**config.mk**
```make
export PLATFORM = sky130hd
export DESIGN_NAME = freq_counter_mc
export DESIGN_NICKNAME = d
export VERILOG_FILES = /design/src/rtl/freq_counter_mc.sv
export SDC_FILE = /design/constraint.sdc
export NUM_CORES = 1
export LEC_CHECK = 0
export BUFFER_PORTS_ARGS = -buffer_cell sky130_fd_sc_hd__buf_2
export CAP_MARGIN = 0
export CORE_MARGIN = 5
export CORE_UTILIZATION = 46
export CTS_BUF_LIST = sky130_fd_sc_hd__clkbuf_4
export DETAILED_ROUTE_END_ITERATION = 12
export PLACE_DENSITY = 0.71
export SLEW_MARGIN = 20
export SYNTH_ARGS = -nofsm -noshare
export SYNTH_HDL_FRONTEND = slang
export SYNTH_SLANG_ARGS = --single-unit
```
**constraint.sdc**
```tcl
create_clock -name Clock -period 3.4 [get_ports Clock]
set_input_delay 0.34 -clock Clock [delete_from_list [all_inputs] [get_ports Clock]]
set_output_delay 0.34 -clock Clock [all_outputs]
set_load 0.005 [all_outputs]
```
**src/rtl/freq_counter_mc.sv**
```systemverilog
`default_nettype none
// ============================================================================
// Module   : freq_counter_mc
// Brief    : Multi-channel period / gated edge-count meter with per-channel
//            circular history and registered readout.
// Revision : 1.0
// ============================================================================
module freq_counter_mc #(
    parameter int CHANNELS    = 4,
    parameter int WIDTH       = 16,
    parameter int DEPTH       = 8,
    parameter int GATE_CYCLES = 1000,
    localparam int CW = (CHANNELS > 1) ? $clog2(CHANNELS) : 1,
    localparam int DW = $clog2(DEPTH)
) (
    input  logic                Clock,
    input  logic                nReset,
    input  logic                mode,
    input  logic                clr,
    input  logic [CHANNELS-1:0] in_wave,
    input  logic [CW-1:0]       rd_ch,
    input  logic [DW-1:0]       rd_idx,
    output logic [WIDTH-1:0]    rd_data,
    output logic                rd_valid,
    output logic [CHANNELS-1:0] new_sample,
    output logic [CHANNELS-1:0] overflow
);
    localparam int               GW        = $clog2(GATE_CYCLES);
    localparam logic [GW-1:0]    GATE_LAST = GW'(GATE_CYCLES - 1);
    localparam logic [WIDTH-1:0] CNT_MAX   = '1;
    localparam logic [WIDTH-1:0] CNT_ONE   = WIDTH'(1);
    localparam logic [DW:0]      FILL_FULL = (DW + 1)'(DEPTH);

    typedef enum logic [0:0] {IDLE = 1'b0, MEAS = 1'b1} state_t;

    logic [CHANNELS-1:0] sync1_q, sync1_d, sync2_q, sync2_d, prev_q, prev_d;
    logic                mode_q, mode_d;
    logic [GW-1:0]       gate_q, gate_d;
    state_t              state_q  [CHANNELS];
    state_t              state_d  [CHANNELS];
    logic [WIDTH-1:0]    cnt_q    [CHANNELS];
    logic [WIDTH-1:0]    cnt_d    [CHANNELS];
    logic [DW-1:0]       wr_ptr_q [CHANNELS];
    logic [DW-1:0]       wr_ptr_d [CHANNELS];
    logic [DW:0]         fill_q   [CHANNELS];
    logic [DW:0]         fill_d   [CHANNELS];
    logic [CHANNELS-1:0] ovf_q, ovf_d, new_q, new_d;
    logic [WIDTH-1:0]    rd_data_q, rd_data_d;
    logic                rd_valid_q, rd_valid_d;
    logic [WIDTH-1:0]    mem_q    [CHANNELS][DEPTH];

    logic [CHANNELS-1:0] rise_w, store_w;
    logic [WIDTH-1:0]    store_val_w [CHANNELS];
    logic                mode_chg_w, gate_end_w;
    logic [DW-1:0]       rd_ptr_w;

    always_comb begin
        sync1_d    = in_wave;
        sync2_d    = sync1_q;
        prev_d     = sync2_q;
        rise_w     = sync2_q & ~prev_q;
        mode_d     = mode;
        mode_chg_w = (mode != mode_q);
        gate_end_w = mode_q && (gate_q == GATE_LAST);
        gate_d     = (gate_end_w || !mode_q) ? '0 : gate_q + GW'(1);
        ovf_d      = ovf_q;
        store_w    = '0;
        for (int c = 0; c < CHANNELS; c++) begin
            state_d[c]     = state_q[c];
            cnt_d[c]       = cnt_q[c];
            wr_ptr_d[c]    = wr_ptr_q[c];
            fill_d[c]      = fill_q[c];
            store_val_w[c] = cnt_q[c];
            if (!mode_q) begin
                if (state_q[c] == IDLE) begin
                    if (rise_w[c]) begin
                        state_d[c] = MEAS;
                        cnt_d[c]   = CNT_ONE;
                    end
                end else if (rise_w[c]) begin
                    store_w[c] = 1'b1;
                    cnt_d[c]   = CNT_ONE;
                end else if (cnt_q[c] != CNT_MAX) begin
                    cnt_d[c] = cnt_q[c] + CNT_ONE;
                end
            end else begin
                // Window total includes an edge landing on the last gate cycle.
                if (rise_w[c] && (cnt_q[c] != CNT_MAX))
                    cnt_d[c] = cnt_q[c] + CNT_ONE;
                if (gate_end_w) begin
                    store_w[c]     = 1'b1;
                    store_val_w[c] = cnt_d[c];
                    cnt_d[c]       = '0;
                end
            end
            if (store_w[c]) begin
                wr_ptr_d[c] = wr_ptr_q[c] + DW'(1);
                if (fill_q[c] != FILL_FULL)
                    fill_d[c] = fill_q[c] + (DW + 1)'(1);
                if (store_val_w[c] == CNT_MAX)
                    ovf_d[c] = 1'b1;
            end
            if (mode_chg_w) begin
                state_d[c] = IDLE;
                cnt_d[c]   = '0;
            end
            if (clr) begin
                state_d[c]  = IDLE;
                cnt_d[c]    = '0;
                wr_ptr_d[c] = '0;
                fill_d[c]   = '0;
                store_w[c]  = 1'b0;
            end
        end
        if (mode_chg_w || clr)
            gate_d = '0;
        if (clr)
            ovf_d = '0;
        new_d = store_w;
    end

    // Readout sees the history as it stood before any write in the same cycle.
    always_comb begin
        rd_valid_d = 1'b0;
        rd_data_d  = '0;
        rd_ptr_w   = '0;
        for (int c = 0; c < CHANNELS; c++) begin
            if (int'(rd_ch) == c) begin
                rd_ptr_w = wr_ptr_q[c] - DW'(1) - rd_idx;
                if ({1'b0, rd_idx} < fill_q[c]) begin
                    rd_valid_d = 1'b1;
                    rd_data_d  = mem_q[c][rd_ptr_w];
                end
            end
        end
    end

    always_ff @(posedge Clock or negedge nReset) begin
        if (!nReset) begin
            sync1_q    <= '0;
            sync2_q    <= '0;
            prev_q     <= '0;
            mode_q     <= 1'b0;
            gate_q     <= '0;
            ovf_q      <= '0;
            new_q      <= '0;
            rd_data_q  <= '0;
            rd_valid_q <= 1'b0;
            for (int c = 0; c < CHANNELS; c++) begin
                state_q[c]  <= IDLE;
                cnt_q[c]    <= '0;
                wr_ptr_q[c] <= '0;
                fill_q[c]   <= '0;
            end
        end else begin
            sync1_q    <= sync1_d;
            sync2_q    <= sync2_d;
            prev_q     <= prev_d;
            mode_q     <= mode_d;
            gate_q     <= gate_d;
            ovf_q      <= ovf_d;
            new_q      <= new_d;
            rd_data_q  <= rd_data_d;
            rd_valid_q <= rd_valid_d;
            for (int c = 0; c < CHANNELS; c++) begin
                state_q[c]  <= state_d[c];
                cnt_q[c]    <= cnt_d[c];
                wr_ptr_q[c] <= wr_ptr_d[c];
                fill_q[c]   <= fill_d[c];
            end
        end
    end

    always_ff @(posedge Clock) begin
        for (int c = 0; c < CHANNELS; c++)
            if (store_w[c])
                mem_q[c][wr_ptr_q[c]] <= store_val_w[c];
    end

    assign rd_data    = rd_data_q;
    assign rd_valid   = rd_valid_q;
    assign new_sample = new_q;
    assign overflow   = ovf_q;

endmodule
`default_nettype wire

```
==> metrics <==
die area=approximately 70,000 um2; Distinct cells, synth=81; CP Launch Point=cnt_q[48]; yosys warns=0; Syn Std Cell Area=29,600 um2; vias per inst=5.77; vias in the first global route=18,500; Die Width=264 um; startpoint types=flop; initial antenna violation count=5; register area share after synthesis=0.642; vias=18,500; number of port buffers=37; max cap viols=0; Inserted Clock Buffers=163; Final Hold Violating Endpoints=0; Critical Path RT=4.22 ns; TNS Setup=0 ns; synthesized instance count=a little over 2,000; htree depth=4; Ports=38; # fillers=about 5,200; Worst-Skew Late Latency=0.99 ns; Mapped Nets=2,074; RSZ-0062 raised after global routing=no; number of clock sinks=approximately 660; register share of total power=0.543; core area=64,100 um2; outcome=completed; Period Utilization, post-route=0.938; largest net degree at the start of global routing=64; CTS tree=done; Critical R2R Launch=cnt_q[48]; synthesized area per cell=14.6 um2; Post-DP Area=31,500 um2; WP data arrival=4.01 ns; Die Y=approximately 260 um; relative slew slack=0.255; Leakage=roughly 0.013 uW; hold_sp=mode; Int Power=12,300 uW; Pins Over Slew Limit=0; Sw Pwr=around 3500 uW; Sw Share=0.222; dpl cells=2,903; Seq cells post-synth=about 660; wire length per cell=22.3 um; initial core utilization=0.461; clk slew on worst S/H paths=0.06 ns; clk root buf=clkbuf_4; Synth Flop Type=edfxtp_1; initial DRC count=1,889; number of remaining DRC errors=0; Worst VDD drop=roughly 0.26 mV; combinational share of power=0.043; Worst Max-Slew Pin Slew=between 1 and 1.5 ns; Power Dens Cells=469 nW/um2; antenna-violating nets left=0; final non-filler cell total=3,210; multi-input combinational cell area=approximately 9900 um2; Clock power frac=0.415; critical path class=reg2reg; Crit. End Element=flop; # setup viols final=0; first-pass GRT wire length=110 mm; Pre-antenna DRT Iters=5; CP Max Fanout=11; Post-DP HPWL=roughly 47 mm; worst hold path type=in2reg; num rows=93; routed wire length=71.6 mm; RePlAce Congestion=0.877; skew final=0.0842 ns; post-route cell area=around 34,000 um2; Global Route Usage Sum=0.205; storage element area=19,000 um2; fraction of registers with async set/reset=0.220; layout cell share with drive strength beyond 1=0.271; Hold Slack=0.126 ns; Final #Nets=2,276; clk buf depth=3; Fmax=313 MHz; Syn-to-layout area delta=14.2%; min Tclk post-route=~3.2 ns; Post-synth EDFFs=512; global route total overflow=0
==> final cells by class <==
cell class / count / area share
Antenna cell: 5 / 0.000370
Clock buffer: 247 / 0.0549
Clock inverter: 38 / 0.00718
Inverter: 44 / 0.00489
Multi-Input combinational cell: 1184 / 0.294
Sequential cell: 656 / 0.562
Tap cell: 855 / 0.0317
Timing Repair Buffer: 181 / 0.0450
==> cell usage in the layout, fill, tap and decap left out, types with 14 or more instances in the layout <==
cell,count
inv_1,44
nor4_1,14
dlygate4sd3_1,16
and3_1,19
xor2_1,37
o31ai_1,28
o22ai_1,19
a221o_1,18
ha_1,25
o21ai_0,110
nor3_1,19
clkbuf_4,247
mux2_2,31
nand2b_1,25
nand3_1,53
buf_12,15
clkinv_1,21
dfrtp_1,144
buf_4,112
mux4_2,128
edfxtp_1,512
xnor2_1,55
a22oi_1,22
a21oi_1,58
nand2_1,133
nand4_1,23
mux2i_1,39
buf_2,36
a31oi_1,23
nor2_1,138
==> power groups by stage <==
| stage | Combinational (uW) | Clock [uW] | Sequential, uW |
|---|---|---|---|
| floorplan | 397 | 0 | 8760 |
| global route | 728 | 7240 | 8600 |
| detailed placement | 661 | 0 | 8780 |
| global placement | 655 | 0 | 8770 |
| finish | 674 | 6580 | 8610 |
| CTS | 684 | 6770 | 8610 |
==> through the flow <==
step            util  power, uW  setup slack, ns
2_1_floorplan      -       9160           0.0690
3_3_place_gp   0.491       9430            0.321
3_5_place_dp   0.491       9440            0.318
4_1_cts        0.527      16100            0.274
5_1_grt        0.527      16600           0.0948
6_report       0.527      15900            0.209
==> sequential cells by signal (all words and copies together) (netlist names) <==
register,flops
cnt_q,64
rd_data,16
rd_valid,1
sync1_q,4
prev_d,4
fill_q,16
overflow,4
gate_q,10
state_q,4
mem_q,512
wr_ptr_q,12
prev_q,4
mode_q,1
new_sample,4
==> final timing paths <==
| path | cells past startpoint | slack (ns) | to |
|---|---|---|---|
| min | 2 | 0.13 | mode_q |
| min reg2reg | 0 | 0.36 | prev_d[0] |
| max in group asynchronous | 4 | 2.43 | cnt_q[10] |
| min in group asynchronous | 4 | 0.54 | sync1_q[3] |
| max reg2reg | 8 | 0.21 | cnt_q[57] |
| max | 8 | 0.21 | cnt_q[57] |
==> repair_timing <==
action                     CTS  global route
hold buffers                17             0
resized for setup            0             1
hold endpoints to repair   185             0
setup endpoints to repair    0             3
setup buffers                0             0
==> routing by layer <==
metal	up-vias	GRT usage	wire length [um]
met3	105	0.0589	6250
met1	9293	0.282	29400
met2	782	0.319	34000
met5	-	0	13
met4	2	0.0682	1890
li1	8336	-	-
==> cells in the mapped netlist (7+ instances only) <==
| cell | number | share of area |
|---|---|---|
| nand4_1 | 23 | 0.0049 |
| buf_2 | 46 | 0.0078 |
| nor2b_1 | 10 | 0.0021 |
| a22oi_1 | 22 | 0.0056 |
| nor3_1 | 29 | 0.0049 |
| ha_1 | 29 | 0.012 |
| and2_1 | 7 | 0.0015 |
| inv_1 | 44 | 0.0056 |
| nand2_1 | 133 | 0.017 |
| o31ai_1 | 28 | 0.0071 |
| o21ai_0 | 110 | 0.019 |
| clkbuf_1 | 77 | 0.0098 |
| a31oi_1 | 23 | 0.0049 |
| nor3b_1 | 8 | 0.0020 |
| o22ai_1 | 19 | 0.0040 |
| mux2_2 | 31 | 0.012 |
| mux2i_1 | 39 | 0.013 |
| a221o_1 | 18 | 0.0061 |
| nor2_1 | 138 | 0.018 |
| buf_1 | 9 | 0.0011 |
| nor4_1 | 16 | 0.0034 |
| and3_1 | 19 | 0.0040 |
| mux4_2 | 128 | 0.097 |
| xnor2_1 | 58 | 0.017 |
| a21oi_1 | 58 | 0.0098 |
| o211ai_1 | 12 | 0.0030 |
| dfrtp_1 | 144 | 0.12 |
| nand2b_1 | 25 | 0.0053 |
| nand3_1 | 53 | 0.0090 |
| xor2_1 | 38 | 0.011 |
| edfxtp_1 | 512 | 0.52 |
| and4_1 | 13 | 0.0038 |
| buf_4 | 7 | 0.0018 |
==> worst max-delay path, cell delays in order, from the launching register on <==
cell	delay [ns]
dfrtp_1	0.58
ha_1	0.38
and3_1	0.36
and4_1	0.42
nor2_1	0.12
a21boi_0	0.56
nor2_1	0.24
a22oi_1	0.27
o21ai_0	0.11
==> cells by family after synthesis <==
group	synth area share
flip-flops	0.642
AND/OR/NAND/NOR	0.0880
AO/OA/AOI/OAI	0.0761
multiplexers	0.122
buffers and inverters	0.0278
XOR/XNOR	0.0290
adder cells (fa/ha/maj)	0.0150
(Power assumes the default switching activity.)
